==> src/rtl/probe_pkg.sv <==
// rtl/probe_pkg.sv - shared types and width helpers for the probe averaging reader
package probe_pkg;

    typedef enum logic {
        IDLE  = 1'b0,
        ACCUM = 1'b1
    } state_t;

    localparam int LOG2_N_MIN = 1;
    localparam int LOG2_N_MAX = 8;

    // Accumulator width: a full window of extreme samples fits without overflow.
    function automatic int acc_w(input int data_w, input int log2_n);
        return data_w + log2_n;
    endfunction

endpackage

==> src/rtl/probe_result_reg.sv <==
// rtl/probe_result_reg.sv - single-entry valid/ready result holder with sticky overrun
module probe_result_reg #(
    parameter int W = 16
) (
    input  logic         clk,
    input  logic         rst_n,
    input  logic         clear,
    input  logic         load,
    input  logic [W-1:0] din,
    input  logic         out_ready,
    output logic         out_valid,
    output logic [W-1:0] dout,
    output logic         overrun
);

    logic can_load;

    // A new result may enter when the slot is empty or being drained this cycle.
    assign can_load = ~out_valid | out_ready;

    // Hold register: load, drain, or drop-and-flag when the consumer is stalled.
    always_ff @(posedge clk or negedge rst_n) begin
        if (!rst_n) begin
            out_valid <= 1'b0;
            dout      <= '0;
            overrun   <= 1'b0;
        end else begin
            if (load && can_load) begin
                out_valid <= 1'b1;
                dout      <= din;
            end else if (out_valid && out_ready) begin
                out_valid <= 1'b0;
            end

            if (clear) begin
                overrun <= 1'b0;
            end else if (load && !can_load) begin
                overrun <= 1'b1;
            end
        end
    end

endmodule

==> src/rtl/probe_avg_reader.sv <==
// rtl/probe_avg_reader.sv - windowed mean of probe samples; PROBE_MINMAX_EN adds min/max
import probe_pkg::*;

module probe_avg_reader #(
    parameter int DATA_W = 16,
    parameter int LOG2_N = 4
) (
    input  logic              clk,
    input  logic              rst_n,
    input  logic              enable,
    input  logic              clear,
    input  logic              in_valid,
    input  logic [DATA_W-1:0] in_data,
    output logic              out_valid,
    input  logic              out_ready,
    output logic [DATA_W-1:0] out_mean,
`ifdef PROBE_MINMAX_EN
    output logic [DATA_W-1:0] out_min,
    output logic [DATA_W-1:0] out_max,
`endif
    output logic              overrun,
    output logic              busy
);

    localparam int ACC_W = acc_w(DATA_W, LOG2_N);
    localparam int CNT_W = LOG2_N + 1;
    localparam logic [CNT_W-1:0] CNT_LAST = CNT_W'((1 << LOG2_N) - 1);
`ifdef PROBE_MINMAX_EN
    localparam int RES_W = 3 * DATA_W;
`else
    localparam int RES_W = DATA_W;
`endif

    generate
        if (LOG2_N < LOG2_N_MIN || LOG2_N > LOG2_N_MAX) begin : g_bad_log2_n
            $error("probe_avg_reader: LOG2_N out of range");
        end
    endgenerate

    state_t                   state_q;
    state_t                   state_d;
    logic                     abort;
    logic                     accept;
    logic                     done;
    logic signed [ACC_W-1:0]  acc_q;
    logic signed [ACC_W-1:0]  sample_ext;
    logic signed [ACC_W-1:0]  sum;
    logic [CNT_W-1:0]         cnt_q;
    logic [DATA_W-1:0]        mean;
    logic [RES_W-1:0]         res_din;
    logic [RES_W-1:0]         res_dout;

    assign accept     = in_valid & enable & ~clear;
    assign done       = accept & (cnt_q == CNT_LAST);
    assign sample_ext = {{LOG2_N{in_data[DATA_W-1]}}, in_data};
    assign sum        = acc_q + sample_ext;
    assign mean       = DATA_W'(sum >>> LOG2_N);
    assign busy       = (cnt_q != '0);

    // State register.
    always_ff @(posedge clk or negedge rst_n) begin
        if (!rst_n) begin
            state_q <= IDLE;
        end else begin
            state_q <= state_d;
        end
    end

    // Next state; leaving ACCUM throws away the partial window.
    always_comb begin
        state_d = state_q;
        abort   = 1'b0;
        case (state_q)
            IDLE: begin
                if (enable) begin
                    state_d = ACCUM;
                end
            end
            ACCUM: begin
                if (!enable || clear) begin
                    state_d = IDLE;
                    abort   = 1'b1;
                end
            end
            default: state_d = IDLE;
        endcase
    end

    // Accumulator and sample counter; wrap to zero on the window's last sample.
    always_ff @(posedge clk or negedge rst_n) begin
        if (!rst_n) begin
            acc_q <= '0;
            cnt_q <= '0;
        end else if (abort) begin
            acc_q <= '0;
            cnt_q <= '0;
        end else if (done) begin
            acc_q <= '0;
            cnt_q <= '0;
        end else if (accept) begin
            acc_q <= sum;
            cnt_q <= cnt_q + 1'b1;
        end
    end

`ifdef PROBE_MINMAX_EN
    logic signed [DATA_W-1:0] min_q;
    logic signed [DATA_W-1:0] max_q;
    logic signed [DATA_W-1:0] min_d;
    logic signed [DATA_W-1:0] max_d;

    // Running extremes including the current sample; the first sample seeds both.
    always_comb begin
        min_d = min_q;
        max_d = max_q;
        if (cnt_q == '0 || $signed(in_data) < min_q) begin
            min_d = $signed(in_data);
        end
        if (cnt_q == '0 || $signed(in_data) > max_q) begin
            max_d = $signed(in_data);
        end
    end

    // Extreme registers follow accepted samples.
    always_ff @(posedge clk or negedge rst_n) begin
        if (!rst_n) begin
            min_q <= '0;
            max_q <= '0;
        end else if (accept) begin
            min_q <= min_d;
            max_q <= max_d;
        end
    end

    assign res_din = {min_d, max_d, mean};
    assign {out_min, out_max, out_mean} = res_dout;
`else
    assign res_din  = mean;
    assign out_mean = res_dout;
`endif

    probe_result_reg #(
        .W(RES_W)
    ) u_result (
        .clk       (clk),
        .rst_n     (rst_n),
        .clear     (clear),
        .load      (done),
        .din       (res_din),
        .out_ready (out_ready),
        .out_valid (out_valid),
        .dout      (res_dout),
        .overrun   (overrun)
    );

endmodule
==> config.mk <==
export PLATFORM = sky130hd
export DESIGN_NAME = probe_avg_reader
export DESIGN_NICKNAME = d
export VERILOG_FILES = /design/src/rtl/probe_pkg.sv /design/src/rtl/probe_result_reg.sv /design/src/rtl/probe_avg_reader.sv
export SDC_FILE = /design/constraint.sdc
export NUM_CORES = 1
export LEC_CHECK = 0
export BUFFER_PORTS_ARGS = -buffer_cell sky130_fd_sc_hd__buf_2
export CORE_MARGIN = 3
export CORE_UTILIZATION = 46
export CTS_CLUSTER_SIZE = 24
export DETAILED_ROUTE_END_ITERATION = 8
export GPL_TIMING_DRIVEN = 0
export HOLD_SLACK_MARGIN = 0.05
export PLACE_DENSITY = 0.72
export SKIP_LAST_GASP = 1
export SYNTH_ARGS = -nofsm -noshare
export SYNTH_HDL_FRONTEND = slang
export SYNTH_SLANG_ARGS = --single-unit
==> constraint.sdc <==
create_clock -name clk -period 2.5 [get_ports clk]
set_input_delay 0.25 -clock clk [delete_from_list [all_inputs] [get_ports clk]]
set_output_delay 0.25 -clock clk [all_outputs]
set_load 0.03 [all_outputs]
Word level (Yosys, flattened, before mapping)
Cells that the tools add are included. W data, S select, Z words.

Bitwise operators: 7. Add/subtract/negate cells: 2. Shifts and indexed selects: 0. Reductions and logical operators: 10. Equal/unequal tests: 1. Order comparisons: 0. Multiply operators: 0. Div/mod/pow operators: 0. Muxes and demuxes: 15.

Operator list (count): $mux W20 (3); $add A20 B16 Y20 (1); $mux W5 (3); $mux W1 (8); $add A5 B1 Y5 const B (1); $eq A5 B4 Y1 const B (1); $reduce_bool A5 Y1 (1); $reduce_bool A2 Y1 (2); $and A1 B1 Y1 (3); $logic_and A1 B1 Y1 (3); $not A1 Y1 (3); $reduce_bool A3 Y1 (1); $logic_not A1 Y1 (2); $pmux W1 S2 (1); $logic_or A1 B1 Y1 (1); $or A1 B1 Y1 (1).

Latch bits: 0. Register bits after elaboration: 44. Memory bits (writable): 0. Memories: 0. ROM bits: 0.

Depth between registers and ports, before layout
Depth after elaboration: 6. Gate-level depth with buffers: 10. Mapped depth without buffers: 10.

Modules after synthesis
Synthesis repeated with hierarchy kept, for this count alone.

Cell total of the unflattened synthesis: 282. Area, all modules: 2901.5 µm².

By module, submodules not included: probe_avg_reader (area an instance 2167.1 µm², cells each 241, times used 1); probe_result_reg (area an instance 734.5 µm², cells each 41, times used 1).

Worst setup path after synthesis
Ideal clock, no wire load.

Path kind: register to register. Start: reg acc_q[0]. End: reg acc_q[16]. Clock period less this slack: 2275 ps. Path slack: 225 ps. Library setup time: 69 ps. Data arrival time: 2206 ps. Stages on the path, launching flop included: 11. Path through: dfrtp_1 ha_1 inv_1 fa_1 nor2b_1 o21a_1 o21ai_2 a211oi_4 nor3b_2 or4_1 nand3_1.

Cells in the longest elaborated chain, start to end: 4.

Ends and longest elaborated chain: from (decl) (RTL line probe_avg_reader.sv:45) `logic signed [ACC_W-1:0] acc_q;`; from (signal assigned) (RTL line probe_avg_reader.sv:101) `acc_q <= sum;`; $add A20 B16 Y20 (RTL line probe_avg_reader.sv:56) `assign sum = acc_q + sample_ext;`; $mux W20 (RTL line probe_avg_reader.sv:100) `end else if (accept) begin`; $mux W20 (RTL line probe_avg_reader.sv:97) `end else if (done) begin`; $mux W20 (RTL line probe_avg_reader.sv:94) `end else if (abort) begin`.

Every way passes these cells. The select of a mux whose other input is x is not followed. A chain may end at the register's enable or synchronous reset.

Final worst setup path
Ends and elaborated chain as after synthesis.

==> impl_metrics.ini <==
[run_status]
status = complete, no violations

[route]
route.detailed.drc = 0
wl_mm = 7.28
via_per_inst = 5.86
drtIter0Drc = 87
ant_nets = 0
first_pass_iters = 4
dr_total_vias = 2644
wl_per_cell_um = 16.2

[power_and_ir_drop]
intPower_mw = 1.48
max-vdd-ir-drop_mv = 0.323
leakage_nw = 1.71
powerDensity_nw_per_um2 = 677
p_seq_share_pct = 35.7
combinationalPowerShare_pct = 39.4
clockPowerShare_pct = 24.9
power_switching_mw = 0.859
switching_share_pct = 36.7

[critical_path]
path_class = register to register
cp_max_fo = 5
worstPathCellList = ha_2 -> inv_1 -> fa_2 -> nor2b_1 -> o21a_1 -> o21ai_2 -> a211oi_4 -> nor3b_4 -> or4_1 -> nand3_1
crit_arrival_ns = 2.62
cp-start-kind = register
r2r_setup_slack_ns = 0.12
r2r-end = acc_q[16]
slowest_stage = or4_1
end_kind = register
worstPathRequired_ns = 2.74
r2r-start = acc_q[0]
rr_worst_depth = 10
crit_buf_inv = 1
crit_family = simple AND/OR/NAND/NOR gates
slowest_delay_ns = 0.49

[placement]
place_congestion = 0.902
dp_cells = 439
portBuffers = 40
post-place-ws_ns = -0.0749
hpwl_mm = 5.23

[die]
die_w_um = 86.5
dieArea_um2 = 7480
row_count = 28
start_util_pct = 48.9
die_h_um = 86.5
pin_count = 41
core_um2 = 6100

[synthesis]
seq_area_frac_synth_pct = 36.9
syn_area_um2 = 2980
syn_avg_cell_area_um2 = 9.20
syn-num-nets = 368
synth-edff-count = 0
ys.flop_type = dfrtp_1
synthArstFlopShare_pct = 100
syn_inst = 324
synth_seq_cells = 44
ys_warn_count = 0
synth_cell_type_count = 57

[sta]
fin_ws_ns = 0.120
fmax_ghz = 0.420
worst_pin_slew_ns = 0.997
slew_headroom_pct = 33.5
hold-worst-slack_ns = 0.112
rsz0062_at_grt = yes
post-route-min-period_ns = 2.38
skew_ns = 0.00714
hold_viol = 0
tns_ns = 0
timing.final.crit_share_pct = 95.2
slew_viol_final = 0
final-setup-viol-count = 0

[finish]
layout-drive-gt1-share_pct = 22.1
final_core_util_pct = 56.7
nNetsFinal = 419
num_antenna_cells = 0
final_cell_mix = 44 x buf_2, 44 x dfrtp_1, 39 x nand2_1
area_growth_pct = 15.9
instances_no_fill = 451

[cts]
clock_latency_ns = 0.30
numClockSinks = 44
cts_tree = yes
htreeDepth = 2
clk_pin_slew_ns = 0.09
ctsHoldBuffers = 0
numCtsBuffers = 5
clockRootBuffer = clkbuf_8
clockBufferDepth = 2

[run]
maxCapViolCount = 0

[worst_hold_path]
hold_class = primary input to asynchronous set/reset pin

[global_route]
grt_max_degree = 45
first_global_vias = 2657
overflow = 0
track_usage_pct = 20.5
antenna_found_initial = 0
grt_pass1_wl_mm = 12.2
[power groups by stage]
stage	combinational (mW)	clock, mW	sequential (mW)
floorplan	0.693	0	0.834
global placement	0.861	0	0.845
detailed placement	0.882	0	0.847
CTS	0.898	0.601	0.833
global route	1.03	0.628	0.843
finish	0.921	0.583	0.835
[cell type report]
cell class                 count  area (um2)
buffer                        13        75.1
clock buffer                   6        82.6
clock inverter                 2        38.8
fill                         582        2640
inverter                       9        33.8
multi-input combinational    258        1800
sequential                    44        1100
tap                           75        93.8
timing repair buffer          44         230
[sequential cells by signal, indices dropped and copies added, names as in the netlist]
register and cells:
acc_q 20, u_result.dout 16, cnt_q 5, state_q 1, u_result.out_valid 1, u_result.overrun 1
[per-layer routing]
layer	vias to the layer above	GRT usage [%]	routed length, um
li1	1300	-	-
met1	1258	26.7	3390
met2	70	33.8	3350
met3	16	3.90	375
met4	0	7.65	171
met5	-	0	0
[cells in the mapped netlist, drive strengths merged (2+ instances only)]
| cell | instances | area [um2] |
|---|---|---|
| nand4b | 3 | 26.3 |
| o211a | 2 | 20.0 |
| nor3 | 11 | 55.1 |
| xnor2 | 7 | 61.3 |
| a211oi | 5 | 55.1 |
| o31ai | 2 | 15.0 |
| nor2b | 2 | 12.5 |
| buf | 5 | 35.0 |
| xor2 | 7 | 61.3 |
| inv | 9 | 33.8 |
| nand4 | 9 | 56.3 |
| ha | 21 | 263 |
| nand2 | 39 | 146 |
| or4b | 3 | 30.0 |
| o311ai | 2 | 17.5 |
| nand2b | 4 | 25.0 |
| a41oi | 2 | 36.3 |
| o21bai | 3 | 22.5 |
| nand3 | 15 | 87.6 |
| nor2 | 23 | 86.3 |
| a221oi | 2 | 17.5 |
| dfrtp | 44 | 1100 |
| and3 | 6 | 42.5 |
| a21oi | 27 | 146 |
| o21a | 4 | 30.0 |
| mux2i | 3 | 30.0 |
| a21o | 7 | 55.1 |
| or4 | 4 | 30.0 |
| a22o | 10 | 87.6 |
| mux2 | 4 | 45.0 |
| o21ai | 19 | 98.8 |
| clkbuf | 8 | 40.0 |
[through the flow]
stage,total power [mW],area [um2]
floorplan,1.53,2980
global placement,1.71,3270
detailed placement,1.73,3270
CTS,2.33,3420
global route,2.50,3450
finish,2.34,3450
[cells by family (layout without fill, tap and decap cells)]
logic type,Yosys count,after routing,share of synthesized area (%)
flops,44,44,36.9
xor+xnor,14,14,4.11
compound gates,90,90,21.6
buf+inv,22,74,3.65
simple gates,125,125,21.7
mux,7,7,2.52
fa+ha+maj,22,22,9.49
[how the worst max path moves through the flow]
stage / end / slack (ns) / depth (start not counted) / start
2_1_floorplan: acc_q[16] / 0.23 / 10 / acc_q[0]
3_3_place_gp: acc_q[17] / -0.13 / 7 / cnt_q[0]
3_5_place_dp: acc_q[17] / -0.07 / 7 / cnt_q[0]
4_1_cts: acc_q[16] / 0.003 / 10 / acc_q[0]
5_1_grt: u_result.dout[12] / -0.03 / 7 / cnt_q[1]
6_report: acc_q[16] / 0.12 / 10 / acc_q[0]
[repair_timing]
action | 4_1_cts | 5_1_grt
setup buffers | 2 | 2
setup endpoints to repair | 11 | 10
cloned | 0 | 0
pin swaps | 3 | 4
gates resized for setup | 2 | 7
(Power assumes the default switching activity.)
